===== src/rtl/spart_pkg.sv =====
// Shared types and constants for the SPART serial port.
//   rx_state_t     : receive FSM states
//   OVERSAMPLE_DEF : default sample ticks per bit
//   FRAME_BITS     : data bits per frame
package spart_pkg;

   localparam int unsigned OVERSAMPLE_DEF = 16;
   localparam int unsigned FRAME_BITS     = 8;

   typedef enum logic [2:0] {
      IDLE  = 3'd0,
      START = 3'd1,
      DATA  = 3'd2,
      STOP  = 3'd3,
      BREAK = 3'd4
   } rx_state_t;

endpackage


===== src/rtl/spart_rx_if.sv =====
// Bus-side handshake between the SPART receiver and the register logic.
//   rd_ack      : bus has read rx_data (one-cycle pulse)
//   rx_data     : last accepted byte
//   rda         : received data available
//   framing_err : stop bit of the held byte was low
//   overrun     : a byte was dropped while rda was set
// master = bus/register side, slave = receiver.
interface spart_rx_if;
   import spart_pkg::*;

   logic                  rd_ack;
   logic [FRAME_BITS-1:0] rx_data;
   logic                  rda;
   logic                  framing_err;
   logic                  overrun;

   modport master (output rd_ack, input rx_data, rda, framing_err, overrun);
   modport slave  (input rd_ack, output rx_data, rda, framing_err, overrun);

endinterface


===== src/rtl/spart_baud_gen.sv =====
// Baud tick generator: down-counter reloading from baud_div at zero.
//   clk, rst_n : clock, async active-low reset
//   baud_div   : tick period minus one; sampled only on reload
//   tick       : high for the one cycle the counter is zero
module spart_baud_gen #(
   parameter int unsigned DIV_W = 16
) (
   input  logic             clk,
   input  logic             rst_n,
   input  logic [DIV_W-1:0] baud_div,
   output logic             tick
);

   logic [DIV_W-1:0] cnt;
   logic [DIV_W-1:0] cnt_nxt;

   // Reload at zero so a new divisor only lands at a period boundary.
   always_comb begin
      cnt_nxt = cnt - 1'b1;
      if (cnt == '0) cnt_nxt = baud_div;
   end

   // tick is registered alongside cnt so it always equals (cnt == 0).
   always_ff @(posedge clk or negedge rst_n) begin
      if (!rst_n) begin
         cnt  <= '0;
         tick <= 1'b1;
      end else begin
         cnt  <= cnt_nxt;
         tick <= (cnt_nxt == '0);
      end
   end

endmodule


===== src/rtl/spart_rx.sv =====
// SPART receiver: 8N1 frame recovery with oversampling.
//   clk, rst_n : clock, async active-low reset
//   baud_div   : divisor shared with the transmit path
//   rxd        : asynchronous serial input, idle high
//   bus        : slave side of spart_rx_if (rd_ack in; data and flags out)
module spart_rx import spart_pkg::*; #(
   parameter int unsigned OVERSAMPLE = OVERSAMPLE_DEF,
   parameter int unsigned DIV_W      = 16
) (
   input  logic             clk,
   input  logic             rst_n,
   input  logic [DIV_W-1:0] baud_div,
   input  logic             rxd,
   spart_rx_if.slave        bus
);

   localparam int unsigned SCNT_W = $clog2(OVERSAMPLE);
   localparam int unsigned BIT_W  = $clog2(FRAME_BITS);

   rx_state_t             state, state_nxt;
   logic [1:0]            sync_q;
   logic                  rxd_s;
   logic                  tick;
   logic [SCNT_W-1:0]     scnt;
   logic [BIT_W-1:0]      bit_idx;
   logic [FRAME_BITS-1:0] shreg;
   logic                  scnt_mid_c, scnt_max_c;
   logic                  shift_c, done_c;

   spart_baud_gen #(.DIV_W(DIV_W)) u_baud (
      .clk      (clk),
      .rst_n    (rst_n),
      .baud_div (baud_div),
      .tick     (tick)
   );

   // Two-flop synchronizer; resets to the idle (high) line level.
   always_ff @(posedge clk or negedge rst_n) begin
      if (!rst_n) sync_q <= 2'b11;
      else        sync_q <= {sync_q[0], rxd};
   end
   assign rxd_s = sync_q[1];

   assign scnt_mid_c = (scnt == SCNT_W'(OVERSAMPLE/2 - 1));
   assign scnt_max_c = (scnt == SCNT_W'(OVERSAMPLE - 1));

   // State register.
   always_ff @(posedge clk or negedge rst_n) begin
      if (!rst_n) state <= IDLE;
      else        state <= state_nxt;
   end

   // Next state and per-cycle strobes.
   always_comb begin
      state_nxt = state;
      shift_c   = 1'b0;
      done_c    = 1'b0;
      case (state)
         IDLE:  if (tick && !rxd_s) state_nxt = START;
         START: if (tick && scnt_mid_c) state_nxt = rxd_s ? IDLE : DATA;
         DATA:  if (tick && scnt_max_c) begin
                   shift_c = 1'b1;
                   if (bit_idx == BIT_W'(FRAME_BITS - 1)) state_nxt = STOP;
                end
         STOP:  if (tick && scnt_max_c) begin
                   done_c    = 1'b1;
                   state_nxt = rxd_s ? IDLE : BREAK;
                end
         BREAK: if (rxd_s) state_nxt = IDLE;
         default: state_nxt = IDLE;
      endcase
   end

   // Tick counter, bit index and LSB-first shift register.
   always_ff @(posedge clk or negedge rst_n) begin
      if (!rst_n) begin
         scnt    <= '0;
         bit_idx <= '0;
         shreg   <= '0;
      end else begin
         if (state_nxt != state) scnt <= '0;
         else if (tick)          scnt <= scnt_max_c ? '0 : scnt + 1'b1;
         if (state_nxt == DATA && state != DATA) bit_idx <= '0;
         else if (shift_c)                       bit_idx <= bit_idx + 1'b1;
         if (shift_c) shreg <= {rxd_s, shreg[FRAME_BITS-1:1]};
      end
   end

   // Status flags: a completing frame wins over rd_ack for rda/framing_err.
   always_ff @(posedge clk or negedge rst_n) begin
      if (!rst_n) begin
         bus.rx_data     <= '0;
         bus.rda         <= 1'b0;
         bus.framing_err <= 1'b0;
         bus.overrun     <= 1'b0;
      end else begin
         if (done_c && (!bus.rda || bus.rd_ack)) begin
            bus.rx_data     <= shreg;
            bus.rda         <= 1'b1;
            bus.framing_err <= ~rxd_s;
         end else if (bus.rd_ack && bus.rda) begin
            bus.rda         <= 1'b0;
            bus.framing_err <= 1'b0;
         end
         if (done_c && bus.rda && !bus.rd_ack) bus.overrun <= 1'b1;
         else if (bus.rd_ack && bus.rda)       bus.overrun <= 1'b0;
      end
   end

endmodule


===== src/flat_wrapper.sv =====
// flat-port wrapper written by rule: the top's interface ports become plain ports
module spart_rx_flat import spart_pkg::*;
#(
   parameter int unsigned OVERSAMPLE = OVERSAMPLE_DEF,
   parameter int unsigned DIV_W      = 16
)
  (clk, rst_n, baud_div, rxd, bus_rd_ack, bus_rx_data, bus_rda, bus_framing_err, bus_overrun);
  spart_rx_if bus_i ();
  input  logic clk;
  input  logic rst_n;
  input  logic [DIV_W-1:0] baud_div;
  input  logic rxd;
  input wire logic [$bits(bus_i.rd_ack)-1:0] bus_rd_ack;
  output wire logic [$bits(bus_i.rx_data)-1:0] bus_rx_data;
  output wire logic [$bits(bus_i.rda)-1:0] bus_rda;
  output wire logic [$bits(bus_i.framing_err)-1:0] bus_framing_err;
  output wire logic [$bits(bus_i.overrun)-1:0] bus_overrun;
  assign bus_i.rd_ack = bus_rd_ack;
  assign bus_rx_data = bus_i.rx_data;
  assign bus_rda = bus_i.rda;
  assign bus_framing_err = bus_i.framing_err;
  assign bus_overrun = bus_i.overrun;
  spart_rx #(.OVERSAMPLE(OVERSAMPLE), .DIV_W(DIV_W)) u_core (.clk(clk), .rst_n(rst_n), .baud_div(baud_div), .rxd(rxd), .bus(bus_i));
endmodule

===== config.mk =====
export PLATFORM = sky130hd
export DESIGN_NAME = spart_rx_flat
export DESIGN_NICKNAME = d
export VERILOG_FILES = /design/src/rtl/spart_pkg.sv /design/src/rtl/spart_rx_if.sv /design/src/rtl/spart_baud_gen.sv /design/src/rtl/spart_rx.sv /design/src/flat_wrapper.sv
export SDC_FILE = /design/constraint.sdc
export NUM_CORES = 1
export LEC_CHECK = 0
export ABC_AREA = 1
export ABC_CLOCK_PERIOD_IN_PS = 1610
export CORE_MARGIN = 4
export CORE_UTILIZATION = 52
export CTS_BUF_LIST = sky130_fd_sc_hd__clkbuf_8
export CTS_CLUSTER_SIZE = 10
export DETAILED_ROUTE_END_ITERATION = 8
export PLACE_DENSITY = 0.78
export SLEW_MARGIN = 20
export SYNTH_ARGS = -nofsm -noshare
export SYNTH_HDL_FRONTEND = slang
export SYNTH_SLANG_ARGS = --single-unit

===== constraint.sdc =====
create_clock -name clk -period 1.61 [get_ports clk]
set_clock_uncertainty 0.1 [all_clocks]
set_input_delay 0.483 -clock clk [delete_from_list [all_inputs] [get_ports clk]]
set_output_delay 0.483 -clock clk [all_outputs]
set_load 0.03 [all_outputs]

==> summary.md <==
| Metric | Value |
|---|---|
| CTS tree | yes |
| Worst Setup Slack, final | -0.454 ns |
| Critical path class | reg2reg |
| Final wirelength | around 9600 um |
| Max-Slew Margin vs Limit | 0.719 |
| Maximum buffer depth of the clock tree | 2 |
| TritonCTS Sinks | 48 |
| Crit path top cell by count | nand2_1 |
| Fin nets | approximately 470 |
| Worst path max stage delay | between 0.4 and 0.5 ns |
| Clock power share | 0.384 |
| Antenna cells | 0 |
| Crit start category | flip-flop |
| Cells after Synth | 340 |
| Hold Crit Start | u_core.sync_q[0]$_DFF_PN1_ |
| Failing checks | negative setup slack |
| Core Area | roughly 4800 um2 |
| Global Route Usage Sum | 0.243 |
| Initial antenna violation count | 0 |
| Die area | between 6000 and 7000 um2 |
| Largest family of logic cells by synthesized area | simple AND/OR/NAND/NOR gates |
| Worst r2r path cells | 12 |
| Top cells by area, synth | dfrtp_1 (42%), nand2_1 (12%), inv_1 (6.2%) |
| Clock root cell | clkbuf_8 |
| Sequential area share after synthesis | 0.452 |
| Die Wd | between 70 and 80 um |
| IO buf count | 30 |
| 1st-iter DRT viols | approximately 320 |
| # setup viols final | 26 |
| Outcome | finished with violations |
| Drt pass-1 iters | 5 |
| Crit path capture type | flip-flop |
| Post-Synth Simple-Gate Area | 0.352 |
| Post-Synth XOR/XNOR Area | 0.0131 |
| Hold_ws | ~0.26 ns |
| Share of the synthesized area in the top cell type | 0.422 |
| Seq pwr share | 0.567 |
| Setup TNS Final | -2.59 ns |
| Initial Util | 0.550 |
| Post-synth net total | between 300 and 400 |
| Fin crit share | 1.28 |
| Syn Area/Cell | ~7.8 um2 |
| Grt ovf | 0 |
| Worst path required time | around 1.8 ns |
| RR Startpoint | u_core.u_baud.cnt[10]$_DFF_PN0_ |
| Int Pwr | between 1.5 and 2 mW |
| CP arrival | ~2.2 ns |
| Most common flop cell mapped by yosys | dfrtp_1 |
| Fin. max-slew vios | 0 |
| Vias | roughly 2900 |
| Netlist cell types | 36 |
| Global-route wire length before repair | approximately 12000 um |
| # rows | 25 |
| Reg-to-reg slack, setup | -0.45 ns |
| Leak | 2.08 nW |
| CTS HTree Levels | 2 |
| Area delta synth->final | 53.6% |
| Hold Path Cell Cnt | 0 |
| Final Power | 2.14 mW |
| Hold Crit Class | reg2reg |
| DRC | 0 |
| Synthesized flop and latch total | between 40 and 50 |
| Clk slew on worst S/H paths | approximately 0.11 ns |
| Adder-cell share of the synthesized area | 0.0235 |
| FILL cells | 231 |
| Die Ht | 79.6 um |
| RSZ-0062 raised after global routing | yes |
| Routed wire per std cell | roughly 19 um |
| Multiplexer share of the synthesized area | 0.00422 |
| R2r endpoint | u_core.u_baud.tick$_DFF_PN1_ |
| P per Cell Area | 522 nW/um2 |
| Pin count of the biggest net entering global routing | 37 |
| Mapped cell area | between 2000 and 3000 um2 |
| Post-synth EDFFs | 0 |
| CP max FO | 3 |
| Comb pwr share | 0.048 |
| Crit-path cells | buf_4 > nor2_1 > nand2_1 > nor2_1 > nand2_1 > nand2_1 > nand3_4 > nand2_4 > nand2_1 > inv_2 > nand3_2 > nor3_2 |
| Inserted Clock Buffers | 5 |
| Achievable Freq | about 480 MHz |
| Share of post-route cells with drive strength above 1 | 0.440 |
| I/O pin total | 31 |
| Post-synth top area cell | dfrtp_1 |
| Max Cap Violations | 0 |
| Hold Path Sink | u_core.sync_q[1]$_DFF_PN1_ |
| Ys Warns | 0 |
| Vias in the first global route | between 2000 and 3000 |
| Clock Latency Late Sink | roughly 0.32 ns |
| Slew @ Worst Pin | between 0.4 and 0.5 ns |
| Net load switching power | 523 uW |
| Vias/cell | about 5.7 |
| Slowest CP cell | dfrtp_1 |
| Final Critical Period | 2.06 ns |
| Antenna Nets Post-Route | 0 |
| Dpl ws | -0.264 ns |
| RePlAce Congestion | 0.924 |
| Asr flop ratio synth | 1.00 |
| Switching share of power | 0.244 |
| Maximum VDD drop | roughly 0.00087 V |
| HPWL after DPL | 4740 um |
| Final Hold Vio Count | 0 |
| Compound-cell area share of the yosys netlist | 0.0713 |
==> flip-flops by register name, summed over array words and instances (netlist names) <==
signal and cells:
u_core.bus.rx_data 8, u_core.shreg 8, u_core.bus.rda 1, u_core.u_baud.tick 1, u_core.state 3, u_core.u_baud.cnt 16
u_core.bus.framing_err 1, u_core.bit_idx 3, u_core.scnt 4, u_core.bus.overrun 1, u_core.sync_q 2
==> what timing repair did <==
action | CTS | global route
resized for setup | 29 | 90
gates cloned | 1 | 1
setup endpoints to repair | 24 | 31
hold buffers | 1 | 0
endpoints found under the hold margin | 11 | 0
pin swaps | 7 | 20
setup buffers | 6 | 14
==> layer usage <==
metal,global-route usage,up-vias,wire length [um]
li1,-,1269,-
met1,0.309,1376,3750
met2,0.410,188,4710
met3,0.0519,51,742
met4,0.0842,0,415
met5,0,-,0
==> how the worst max path moves through the flow <==
stage	startpoint	to	slack, ns
finish	u_core.u_baud.cnt[10]$_DFF_PN0_	u_core.u_baud.tick$_DFF_PN1_	-0.45
global route	u_core.u_baud.cnt[7]$_DFF_PN0_	u_core.u_baud.tick$_DFF_PN1_	-0.50
CTS	u_core.u_baud.cnt[0]$_DFF_PN0_	u_core.u_baud.tick$_DFF_PN1_	-0.25
detailed placement	u_core.u_baud.cnt[0]$_DFF_PN0_	u_core.u_baud.tick$_DFF_PN1_	-0.26
global placement	u_core.u_baud.cnt[1]$_DFF_PN0_	u_core.u_baud.tick$_DFF_PN1_	-0.21
floorplan	u_core.u_baud.cnt[0]$_DFF_PN0_	u_core.u_baud.tick$_DFF_PN1_	0.0008
==> area by class of cell <==
type                       count  area (um2)  share of cell area
inverter                      54         218              0.0531
sequential                    48        1200               0.294
tap                           67        83.8              0.0205
multi-input combinational    236        1590               0.388
clock buffer                   6        82.6              0.0202
clock inverter                 2        13.8             0.00336
timing repair buffer          95         906               0.221
==> through the flow <==
step / instances / utilization / cell area [um2]
detailed placement: 480 / 0.698 / 3390
global placement: 480 / 0.698 / 3390
global route: 508 / 0.845 / 4100
finish: 508 / 0.845 / 4100
floorplan: 340 / - / 2680
CTS: 496 / 0.761 / 3690
==> critical path: cells and delay by family, from the launching register on <==
kind	cells	cell delay (ns)
simple gates	10	1.22
flops	1	0.42
buf+inv	2	0.22
==> power by group through the flow <==
stage	registers, mW	clock network, mW	logic, mW
2_1_floorplan	1.24	0	0.00599
3_3_place_gp	1.24	0	0.0945
3_5_place_dp	1.24	0	0.0955
4_1_cts	1.21	0.794	0.100
5_1_grt	1.21	0.862	0.111
6_report	1.21	0.822	0.103
==> synth_stat cells (all sizes together), types with 3 or more instances <==
cell type	number
a21oi	3
dfrtp	45
dfstp	3
ha	5
inv	52
nand2	101
nand3	30
nand3b	5
nand4	3
nor2	45
nor3	4
o21ai	25
o21bai	3
xor2	3
==> cell families (layout without fill, tap and decap cells) <==
group                    after synthesis  after routing
AND/OR/NAND/NOR                      191            192
buffers and inverters                 57            157
flip-flops                            48             48
AO/OA/AOI/OAI                         34             34
adder cells (fa/ha/maj)                5              5
XOR/XNOR                               4              4
multiplexers                           1              1
==> cell usage in the layout (no fill, tap or decap), types with 11 or more instances in the layout <==
cell type        count
nor2_1              26
inv_2               15
nand2_2             24
dfrtp_1             45
inv_1               34
nand2_1             68
clkdlybuf4s50_1     18
nand3_1             17
o21ai_1             11
buf_6               15
buf_4               52
No activity file was read; power rests on OpenSTA's default activity.
